[src/rtl/uart_pkg.sv]
// Shared definitions for the memory-mapped UART: register map, STATUS bits, FSM states.
// Latency: n/a (types and constants only).
// Backpressure: n/a.
package uart_pkg;

  // Register select values taken from uart_i_addr[3:2]
  localparam logic [1:0] REG_TXDATA = 2'd0;
  localparam logic [1:0] REG_RXDATA = 2'd1;
  localparam logic [1:0] REG_STATUS = 2'd2;
  localparam logic [1:0] REG_BAUD   = 2'd3;

  // STATUS/CTRL bit positions
  localparam int ST_TX_FULL  = 0;
  localparam int ST_TX_EMPTY = 1;
  localparam int ST_RX_FULL  = 2;
  localparam int ST_RX_EMPTY = 3;
  localparam int ST_TX_BUSY  = 4;
  localparam int ST_RXOVR    = 5;
  localparam int ST_FERR     = 6;
  localparam int ST_TXOVF    = 7;
  localparam int ST_RXIE     = 8;
  localparam int ST_TXIE     = 9;

  // Smallest divisor that still leaves room for the RX mid-bit sample
  localparam logic [15:0] MIN_DIV = 16'd4;

  typedef enum logic [1:0] {IDLE, START, DATA, STOP} uart_state_t;

  function automatic logic [15:0] clamp_div(input logic [15:0] d);
    return (d < MIN_DIV) ? MIN_DIV : d;
  endfunction

endpackage

[src/rtl/uart_fifo.sv]
// Synchronous FIFO with separate pointer wrap and occupancy count.
// Latency: a pushed entry is visible at head_dat the cycle after the push.
// Backpressure: push is dropped when full unless a pop happens in the same cycle; pop on empty is ignored.
module uart_fifo #(
  parameter int WIDTH = 8,
  parameter int DEPTH = 8
) (
  input  logic             clk,
  input  logic             rst,
  input  logic             push,
  input  logic [WIDTH-1:0] push_dat,
  input  logic             pop,
  output logic [WIDTH-1:0] head_dat,
  output logic             full,
  output logic             empty
);

  localparam int AW = $clog2(DEPTH);

  logic [WIDTH-1:0] mem [DEPTH];
  logic [AW-1:0]    wr_ptr;
  logic [AW-1:0]    rd_ptr;
  logic [AW:0]      count;
  logic             do_push;
  logic             do_pop;

  assign full     = (count == (AW+1)'(DEPTH));
  assign empty    = (count == '0);
  assign do_pop   = pop & ~empty;
  assign do_push  = push & (~full | do_pop);
  assign head_dat = mem[rd_ptr];

  // Storage array; contents need no reset because count gates every read
  always_ff @(posedge clk) begin
    if (do_push) mem[wr_ptr] <= push_dat;
  end

  // Pointer and occupancy bookkeeping
  always_ff @(posedge clk or posedge rst) begin
    if (rst) begin
      wr_ptr <= '0;
      rd_ptr <= '0;
      count  <= '0;
    end else begin
      if (do_push) wr_ptr <= wr_ptr + AW'(1);
      if (do_pop)  rd_ptr <= rd_ptr + AW'(1);
      case ({do_push, do_pop})
        2'b10:   count <= count + (AW+1)'(1);
        2'b01:   count <= count - (AW+1)'(1);
        default: count <= count;
      endcase
    end
  end

endmodule

[src/rtl/uart_mmio.sv]
// Memory-mapped 8N1 UART with TX/RX FIFOs, W1C sticky errors and a level interrupt.
// Latency: register reads return one cycle after the access; TX frame starts one cycle after the FIFO gets data.
// Backpressure: none on the bus; TX writes to a full FIFO are dropped (TXOVF), RX bytes into a full FIFO are dropped (RXOVR).
module uart_mmio
  import uart_pkg::*;
#(
  parameter int CLK_HZ     = 100_000_000,
  parameter int BAUD       = 115200,
  parameter int FIFO_DEPTH = 8
) (
  input  logic        clk,
  input  logic        rst,
  input  logic        uart_i_sel,
  input  logic [3:0]  uart_i_addr,
  input  logic [3:0]  uart_i_wmask,
  input  logic [31:0] uart_i_wdata,
  output logic [31:0] uart_o_rdata,
  output logic        uart_o_irq,
  input  logic        uart_i_rxd,
  output logic        uart_o_txd
);

  localparam logic [15:0] RST_DIV = 16'(CLK_HZ / BAUD);

  logic [1:0]  reg_sel;
  logic        wr_en, rd_en;
  logic [15:0] div_q, div_wr;
  logic        rxie, txie, txovf, rxovr, ferr;
  logic        tx_wr_req, tx_push, tx_pop, tx_full, tx_empty, tx_busy;
  logic        rx_push, rx_pop, rx_full, rx_empty;
  logic [7:0]  tx_head, rx_head;
  logic [31:0] status_word;
  logic        unused_ok;

  uart_state_t tx_state, rx_state;
  logic [15:0] tx_cnt, tx_div, rx_cnt, rx_div;
  logic [2:0]  tx_bit, rx_bit;
  logic [7:0]  tx_shreg, rx_shreg;
  logic        tx_bit_end, rx_bit_end, rx_mid;
  logic        rx_s1, rx_s2, rx_prev;
  logic        rx_stop_ok, ferr_set, rxovr_set;

  assign reg_sel   = uart_i_addr[3:2];
  assign wr_en     = uart_i_sel & (uart_i_wmask != 4'd0);
  assign rd_en     = uart_i_sel & (uart_i_wmask == 4'd0);
  assign tx_wr_req = wr_en & (reg_sel == REG_TXDATA) & uart_i_wmask[0];
  assign tx_push   = tx_wr_req & ~tx_full;
  assign rx_pop    = rd_en & (reg_sel == REG_RXDATA) & ~rx_empty;
  assign unused_ok = ^{uart_i_addr[1:0], uart_i_wdata[31:16]};

  uart_fifo #(.WIDTH(8), .DEPTH(FIFO_DEPTH)) u_tx_fifo (
    .clk(clk), .rst(rst), .push(tx_push), .push_dat(uart_i_wdata[7:0]), .pop(tx_pop),
    .head_dat(tx_head), .full(tx_full), .empty(tx_empty)
  );

  uart_fifo #(.WIDTH(8), .DEPTH(FIFO_DEPTH)) u_rx_fifo (
    .clk(clk), .rst(rst), .push(rx_push), .push_dat(rx_shreg), .pop(rx_pop),
    .head_dat(rx_head), .full(rx_full), .empty(rx_empty)
  );

  // Assemble STATUS and the byte-masked BAUD_DIV write value
  always_comb begin
    status_word              = '0;
    status_word[ST_TX_FULL]  = tx_full;
    status_word[ST_TX_EMPTY] = tx_empty;
    status_word[ST_RX_FULL]  = rx_full;
    status_word[ST_RX_EMPTY] = rx_empty;
    status_word[ST_TX_BUSY]  = tx_busy;
    status_word[ST_RXOVR]    = rxovr;
    status_word[ST_FERR]     = ferr;
    status_word[ST_TXOVF]    = txovf;
    status_word[ST_RXIE]     = rxie;
    status_word[ST_TXIE]     = txie;
    div_wr = div_q;
    if (uart_i_wmask[0]) div_wr[7:0]  = uart_i_wdata[7:0];
    if (uart_i_wmask[1]) div_wr[15:8] = uart_i_wdata[15:8];
  end

  // Control bits and sticky flags; a same-cycle set wins over a W1C clear
  always_ff @(posedge clk or posedge rst) begin
    if (rst) begin
      div_q <= RST_DIV;
      rxie  <= 1'b0;
      txie  <= 1'b0;
      txovf <= 1'b0;
      rxovr <= 1'b0;
      ferr  <= 1'b0;
    end else begin
      if (wr_en && reg_sel == REG_STATUS && uart_i_wmask[0]) begin
        if (uart_i_wdata[ST_RXOVR]) rxovr <= 1'b0;
        if (uart_i_wdata[ST_FERR])  ferr  <= 1'b0;
        if (uart_i_wdata[ST_TXOVF]) txovf <= 1'b0;
      end
      if (wr_en && reg_sel == REG_STATUS && uart_i_wmask[1]) begin
        rxie <= uart_i_wdata[ST_RXIE];
        txie <= uart_i_wdata[ST_TXIE];
      end
      if (wr_en && reg_sel == REG_BAUD) div_q <= clamp_div(div_wr);
      if (tx_wr_req && tx_full) txovf <= 1'b1;
      if (rxovr_set) rxovr <= 1'b1;
      if (ferr_set)  ferr  <= 1'b1;
    end
  end

  // Registered read data (held between reads) and interrupt level
  always_ff @(posedge clk or posedge rst) begin
    if (rst) begin
      uart_o_rdata <= '0;
      uart_o_irq   <= 1'b0;
    end else begin
      uart_o_irq <= (~rx_empty & rxie) | (tx_empty & txie);
      if (rd_en) begin
        case (reg_sel)
          REG_TXDATA: uart_o_rdata <= {tx_full, 31'd0};
          REG_RXDATA: uart_o_rdata <= rx_empty ? 32'h8000_0000 : {24'd0, rx_head};
          REG_STATUS: uart_o_rdata <= status_word;
          default:    uart_o_rdata <= {16'd0, div_q};
        endcase
      end
    end
  end

  assign tx_bit_end = (tx_cnt == tx_div - 16'd1);
  assign tx_pop     = ~tx_empty & ((tx_state == IDLE) | ((tx_state == STOP) & tx_bit_end));
  assign tx_busy    = (tx_state != IDLE);

  // TX framer; STOP can chain straight into the next START
  always_ff @(posedge clk or posedge rst) begin
    if (rst) begin
      tx_state   <= IDLE;
      tx_cnt     <= '0;
      tx_div     <= RST_DIV;
      tx_bit     <= '0;
      tx_shreg   <= '0;
      uart_o_txd <= 1'b1;
    end else begin
      case (tx_state)
        IDLE: begin
          if (tx_pop) begin
            tx_state   <= START;
            tx_shreg   <= tx_head;
            tx_div     <= div_q;
            tx_cnt     <= '0;
            uart_o_txd <= 1'b0;
          end
        end
        START: begin
          if (tx_bit_end) begin
            tx_state   <= DATA;
            tx_cnt     <= '0;
            tx_bit     <= '0;
            uart_o_txd <= tx_shreg[0];
          end else tx_cnt <= tx_cnt + 16'd1;
        end
        DATA: begin
          if (tx_bit_end) begin
            tx_cnt <= '0;
            if (tx_bit == 3'd7) begin
              tx_state   <= STOP;
              uart_o_txd <= 1'b1;
            end else begin
              tx_bit     <= tx_bit + 3'd1;
              tx_shreg   <= {1'b0, tx_shreg[7:1]};
              uart_o_txd <= tx_shreg[1];
            end
          end else tx_cnt <= tx_cnt + 16'd1;
        end
        default: begin
          if (tx_bit_end) begin
            tx_cnt <= '0;
            if (tx_pop) begin
              tx_state   <= START;
              tx_shreg   <= tx_head;
              tx_div     <= div_q;
              uart_o_txd <= 1'b0;
            end else tx_state <= IDLE;
          end else tx_cnt <= tx_cnt + 16'd1;
        end
      endcase
    end
  end

  assign rx_bit_end = (rx_cnt == rx_div - 16'd1);
  assign rx_mid     = (rx_cnt == {1'b0, rx_div[15:1]});
  assign rx_stop_ok = (rx_state == STOP) & rx_bit_end & rx_s2;
  assign ferr_set   = (rx_state == STOP) & rx_bit_end & ~rx_s2;
  assign rx_push    = rx_stop_ok & ~rx_full;
  assign rxovr_set  = rx_stop_ok & rx_full;

  // RX synchronizer, edge detect and mid-bit sampling framer
  always_ff @(posedge clk or posedge rst) begin
    if (rst) begin
      rx_s1    <= 1'b1;
      rx_s2    <= 1'b1;
      rx_prev  <= 1'b1;
      rx_state <= IDLE;
      rx_cnt   <= '0;
      rx_div   <= RST_DIV;
      rx_bit   <= '0;
      rx_shreg <= '0;
    end else begin
      rx_s1   <= uart_i_rxd;
      rx_s2   <= rx_s1;
      rx_prev <= rx_s2;
      case (rx_state)
        IDLE: begin
          if (rx_prev && !rx_s2) begin
            rx_state <= START;
            rx_cnt   <= '0;
            rx_div   <= div_q;
          end
        end
        START: begin
          if (rx_mid) begin
            rx_cnt   <= '0;
            rx_bit   <= '0;
            rx_state <= rx_s2 ? IDLE : DATA;
          end else rx_cnt <= rx_cnt + 16'd1;
        end
        DATA: begin
          if (rx_bit_end) begin
            rx_cnt   <= '0;
            rx_shreg <= {rx_s2, rx_shreg[7:1]};
            if (rx_bit == 3'd7) rx_state <= STOP;
            else rx_bit <= rx_bit + 3'd1;
          end else rx_cnt <= rx_cnt + 16'd1;
        end
        default: begin
          if (rx_bit_end) begin
            rx_cnt   <= '0;
            rx_state <= IDLE;
          end else rx_cnt <= rx_cnt + 16'd1;
        end
      endcase
    end
  end

endmodule

[config.mk]
export PLATFORM = sky130hd
export DESIGN_NAME = uart_mmio
export DESIGN_NICKNAME = d
export VERILOG_FILES = /design/src/rtl/uart_pkg.sv /design/src/rtl/uart_fifo.sv /design/src/rtl/uart_mmio.sv
export SDC_FILE = /design/constraint.sdc
export NUM_CORES = 1
export LEC_CHECK = 0
export CORE_MARGIN = 5
export CORE_UTILIZATION = 39
export CTS_BUF_LIST = sky130_fd_sc_hd__clkbuf_2
export CTS_CLUSTER_DIAMETER = 40
export DETAILED_ROUTE_END_ITERATION = 12
export GPL_TIMING_DRIVEN = 0
export PLACE_DENSITY_LB_ADDON = 0.15
export SYNTH_ARGS = -nofsm -noshare
export SYNTH_HDL_FRONTEND = slang
export SYNTH_SLANG_ARGS = --single-unit
export TNS_END_PERCENT = 100
[constraint.sdc]
create_clock -name clk -period 5.9 [get_ports clk]
set_input_delay 0.885 -clock clk [delete_from_list [all_inputs] [get_ports clk]]
set_output_delay 0.885 -clock clk [all_outputs]
set_load 0.005 [all_outputs]
==> metrics.csv, run 1 <==
metric,value,unit
status,completed,
crit path capture type,flop,
worst r2r path cells,14,
Synth Flop Type,dfrtp_1,
DRT antenna net count,0,
footprint of the multi-input gates,5450,sq um
Cell Rows,68,
CP arrival,5230,ps
Hold Buf Count CTS,0,
drt pass-1 iters,5,
Initial Utilization,39.2,%
GP Congestion,0.788,
vias in the first global route,8889,
DRT iter0 DRCs,390,
first-pass GRT wire length,49000,um
"Seq/Total Area, Yosys",57.1,%
Non-Filler Instances,1729,
initial antenna violation count,2,
CTS root buf,clkbuf_2,
# IOs,78,
Critical Path Start Type,flop,
pwr dens,408,nW/um^2
most numerous cell in the Yosys netlist,dfrtp_1,
"reg-to-reg slack, setup",1430,ps
mapped cell area,13500,sq um
grt total ovfl,0,
DP HPWL,21100,um
setup ws final,1430,ps
clk slew on worst S/H paths,110,ps
Layout Utilization,44.7,%
GRT Util Overall,16.0,%
Synth Area per Inst,12.6,sq um
MaxCap Viol Count,0,
DP Worst Slack,1370,ps
worst r2r dst,u_tx_fifo.count[3],
DR vias/cell,5.10,
Worst EP required,6660,ps
final WL,30500,um
clk_skew,93.8,ps
total number of vias,8821,
Seq cells post-synth,281,
Layout Area Growth over Synthesis,14.0,%
Mapped Cells,1066,
clk buf depth,3,
ranking of synthesized cells by area,"edfxtp_1, dfrtp_1, mux4_2, mux2_2, dfstp_2",
Port Buffer Count,43,
WS Path Type,flop to flop,
Worst Hold Class,flop to flop,
Max Fclk,224,MHz
critical path peak fanout,8,
worst skew pair latency,890,ps
Yosys top cell area share,28.5,%
yosys warns,0,
post-synthesis cell type count,74,
most frequent cells after synthesis,"dfrtp_1, edfxtp_1, nand2_1",
hold_ws,361,ps
cell taking the most area after synthesis,edfxtp_1,
Comb pwr share,34.2,%
fillers,3262,
WHS Path Cells,0,
"Setup Fix Bufs, Post-CTS",0,
cts bufs inserted,78,
# clock sinks,281,
sequential power share,43.0,%
Worst-Margin Slew,1290,ps
core area,34400,sq um
VDD IR max,0.138,mV
Leak Pwr,6.07,nW
Reg area,7700,sq um
setup violators final,0,
nets@finish,1275,
switching share of power,36.1,%
Die W,196,um
CTS-repair resized insts,0,
# DRC,0,
Slew Limit Fails,0,
final period utilization,75.8,%
largest net degree at the start of global routing,124,
min Tclk post-route,4470,ps
asr flop ratio synth,54.4,%
placed insts,1582,
drt wl/cell,17.6,um
RSZ-0062 raised after global routing,no,
worst rel slew slack,13.1,%
die area,38400,sq um
Die Ht,196,um
TNS Setup,0,ps
"Hold Vio Cnt, Final",0,
CTS tree,done,
Int Pwr,0.00400,W
reg2reg start,tx_div[3],
Post-synth EDFFs,128,
Psw,0.00226,W
Hold Crit Start,rx_s1,
share of cells above drive strength 1,23.5,%
H-Tree Depth,3,
Worst Hold Endpoint,rx_s2,
clock share of power,22.8,%
[per-layer routing]
metal,track usage [%],routed length [um],up-vias
met3,3.57,907,47
li1,-,-,4248
met4,4.78,522,2
met1,21.1,13800,4386
met2,26.7,15200,138
met5,0,13,-
[registers in the layout, summed over array words and instances (netlist names), 4 cells and up]
| signal | count |
|---|---|
| tx_div | 16 |
| u_tx_fifo.count | 4 |
| rx_div | 16 |
| rx_shreg | 8 |
| u_rx_fifo.count | 4 |
| u_rx_fifo.mem | 64 |
| u_tx_fifo.mem | 64 |
| rx_cnt | 16 |
| uart_o_rdata | 17 |
| tx_cnt | 16 |
| div_q | 16 |
| tx_shreg | 8 |
[worst max-delay path, stage by stage, from the launching register on]
cell	delay [ps]
dfrtp_1	470
nor4_1	990
nand2_1	200
a2111oi_2	360
o211ai_2	200
nor4_4	540
a21oi_2	150
nor2_1	270
ha_1	260
ha_1	250
a21o_1	170
a21oi_1	160
xnor2_1	140
nor2_1	70
xor2_1	140
[through the flow]
stage / instance area [sq um] / total power [W]
after floorplan: 13500 / 0.00430
after global routing: 15400 / 0.00674
after CTS: 15400 / 0.00637
final: 15400 / 0.00627
after global placement: 14500 / 0.00485
after detailed placement: 14600 / 0.00490
[power groups by stage]
stage	clock, W	sequential (W)	combinational (W)
floorplan	0	0.00262	0.00168
global route	0.00160	0.00274	0.00240
detailed placement	0	0.00273	0.00217
global placement	0	0.00272	0.00213
finish	0.00143	0.00269	0.00214
CTS	0.00149	0.00269	0.00218
[cells by family (layout without fill, tap and decap cells)]
family | count (synthesis) | count (layout) | share of synthesized area (%)
AND/OR/NAND/NOR | 316 | 316 | 11.7
AO/OA/AOI/OAI | 141 | 141 | 6.80
flip-flops | 281 | 281 | 57.1
adder cells (fa/ha/maj) | 23 | 23 | 2.19
buffers and inverters | 89 | 282 | 3.10
XOR/XNOR | 88 | 88 | 5.72
multiplexers | 127 | 127 | 13.3
other | 1 | 16 | 0.0278
[cells in the final DEF, fill, tap and decap left out, types with 13 or more instances in the layout]
| cell | instances |
|---|---|
| dfrtp_1 | 134 |
| dfstp_2 | 19 |
| ha_1 | 22 |
| xnor2_1 | 41 |
| nand4_1 | 15 |
| xor2_1 | 47 |
| clkbuf_2 | 123 |
| nand3_1 | 32 |
| nand2_1 | 97 |
| mux4_2 | 32 |
| nor2_1 | 61 |
| nor2b_1 | 13 |
| clkdlybuf4s50_1 | 43 |
| a31oi_1 | 13 |
| o21ai_0 | 46 |
| clkbuf_1 | 38 |
| nor3_1 | 20 |
| mux2i_1 | 25 |
| nor4_1 | 17 |
| edfxtp_1 | 128 |
| conb_1 | 15 |
| mux2_2 | 60 |
| buf_4 | 17 |
| inv_1 | 25 |
| clkinv_1 | 14 |
| a21oi_1 | 29 |
[how the worst max path moves through the flow]
| stage | startpoint | to | slack, ps | depth (start not counted) |
|---|---|---|---|---|
| floorplan | rst | div_q[0] | 920 | 1 |
| global placement | rst | rx_shreg[1] | -1680 | 2 |
| detailed placement | tx_div[3] | u_tx_fifo.count[3] | 1370 | 14 |
| CTS | tx_div[3] | u_tx_fifo.count[3] | 1370 | 14 |
| global route | tx_div[3] | u_tx_fifo.count[3] | 1030 | 14 |
| finish | tx_div[3] | u_tx_fifo.count[3] | 1430 | 14 |
[area by class of cell]
type	count	share of cell area, %
clock buffers	122	3.97
clock inverters	23	0.879
diodes	1	0.0163
flip-flops and latches	281	50.1
well taps	455	3.70
repair buffers	48	3.14
inverters	27	0.708
plain buffers	62	2.06
multi-input cells	710	35.5
Power figures use the tool's default switching activity.
==> inputs of run 2 (changes only) <==
==> constraint.sdc (replaced) <==
create_clock -name clk -period 4.1 [get_ports clk]
set_input_delay 0.615 -clock clk [delete_from_list [all_inputs] [get_ports clk]]
set_output_delay 0.615 -clock clk [all_outputs]
set_load 0.005 [all_outputs]
==> metrics.csv, run 2 (synthesis gave the netlist of run 1 again) <==
metric,value,unit
status,completed,
Layout Utilization,45.2,%
clk_skew,55.9,ps
Cell Rows,68,
Die Ht,196,um
"commonest non-fill, non-tap cell in the layout",dfrtp_1,
"reg-to-reg slack, setup",170,ps
# DRC,0,
Reg area,7700,sq um
initial antenna violation count,2,
Hold Crit Start,uart_i_rxd,
GP Congestion,0.791,
MaxCap Viol Count,0,
clk slew on worst S/H paths,100,ps
DRT iter0 DRCs,417,
worst r2r path cells,15,
"Hold Vio Cnt, Final",0,
min Tclk post-route,3930,ps
critical path peak fanout,7,
CP top delay family,simple AND/OR/NAND/NOR gates,
Die W,196,um
pwr dens,585,nW/um^2
setup violators final,0,
cts bufs inserted,75,
total number of vias,8763,
share of cells above drive strength 1,24.3,%
# clock sinks,281,
Worst Hold Endpoint,rx_s1,
crit path capture type,flop,
crit path buf inv count,1,
crit-path cells,clkbuf_2 > or4_1 > or3_4 > a2111oi_4 > o211ai_2 > nor4_4 > a21oi_4 > nor2_4 > ha_2 > ha_1 > a21o_1 > a21oi_1 > xnor2_1 > nor2_1 > xor2_1,
Leak Pwr,6.11,nW
VDD IR max,0.213,mV
worst r2r dst,u_tx_fifo.count[3],
Worst-Margin Slew,989,ps
drt wl/cell,17.9,um
Port Buffer Count,43,
Hold Buf Count CTS,0,
Worst EP required,4890,ps
nets@finish,1281,
core area,34400,sq um
grt total ovfl,0,
largest net degree at the start of global routing,36,
CTS root buf,clkbuf_2,
Slew Limit Fails,0,
Placed Area,14700,sq um
CTS tree,done,
DP HPWL,21700,um
clk buf depth,3,
die area,38400,sq um
fillers,3236,
CP max stage cell,or4_1,
placed insts,1584,
Initial Utilization,39.2,%
drt pass-1 iters,5,
WS Path Type,flop to flop,
worst rel slew slack,33.8,%
Critical Path Start Type,flop,
footprint of the multi-input gates,5550,sq um
most frequent cells in the layout,"dfrtp_1, edfxtp_1, clkbuf_2",
final period utilization,95.9,%
Worst Hold Class,input port to flop,
Max Fclk,254,MHz
max incr delay on CP,560,ps
Non-Filler Instances,1731,
vias in the first global route,8898,
# IOs,78,
worst skew pair latency,910,ps
DR vias/cell,5.06,
GRT Util Overall,16.3,%
largest registers,"u_rx_fifo.mem: 64 flops, u_tx_fifo.mem: 64 flops, uart_o_rdata: 17 flops",
final WL,31000,um
Layout Area Growth over Synthesis,15.3,%
TNS Setup,0,ps
first-pass GRT wire length,49600,um
WHS Path Cells,1,
CP arrival,4720,ps
Finished Cell Area,15500,sq um
reg2reg start,tx_div[9],
DRT antenna net count,0,
H-Tree Depth,3,
[run 2: final cells by class]
class / instances / share of cell area, %
inverter: 27 / 0.676
tap: 455 / 3.66
timing repair buffer: 57 / 3.77
sequential: 281 / 49.5
multi-input combinational: 710 / 35.7
clock buffer: 110 / 3.54
buffer: 62 / 2.04
clock inverter: 27 / 1.08
antenna: 2 / 0.0322
[run 2: repair_timing]
item / in CTS / in global routing
endpoints found under the setup margin: 70 / 69
gates cloned: 0 / 0
pin swaps: 1 / 5
setup buffers: 0 / 7
resized for setup: 9 / 9
[run 2: worst register-to-register path, cell delays in order (launching register included)]
cell       delay, ps
dfstp_2          370
clkbuf_2         160
or4_1            560
or3_4            400
a2111oi_4        370
o211ai_2         170
nor4_4           400
a21oi_4          120
nor2_4           150
ha_2             220
ha_1             230
a21o_1           170
a21oi_1          170
xnor2_1          140
nor2_1            70
xor2_1           140
[run 2: worst max path at each step]
| stage | from | cells past startpoint | to |
|---|---|---|---|
| floorplan | tx_div[8] | 15 | u_tx_fifo.count[3] |
| global placement | rx_div[1] | 10 | u_rx_fifo.mem[1][1] |
| detailed placement | tx_div[3] | 14 | u_tx_fifo.count[3] |
| CTS | tx_div[9] | 15 | u_tx_fifo.count[3] |
| global route | rx_div[5] | 10 | u_rx_fifo.mem[7][7] |
| finish | tx_div[9] | 15 | u_tx_fifo.count[3] |
[run 2: metal layers]
metal / global-route usage [%] / vias to the layer above / routed length (um)
met3: 3.62 / 54 / 1020
met2: 26.9 / 136 / 15100
met4: 5.66 / 0 / 736
met5: 0 / - / 0
met1: 21.3 / 4320 / 14100
li1: - / 4253 / -
[run 2: where the power goes]
group	internal [W]	total, W	switching [W]
clock	0.000853	0.00204	0.00119
combinational	0.00152	0.00317	0.00165
sequential	0.00340	0.00388	0.000477
[run 2: per-stage QoR]
stage	total power, W	setup WS (ps)	hold slack [ps]
final	0.00909	167	120
after global routing	0.00975	-52.8	-0.981
after CTS	0.00917	-11.9	16.7
after detailed placement	0.00707	-413	352
after global placement	0.00698	-623	346
after floorplan	0.00619	261	345
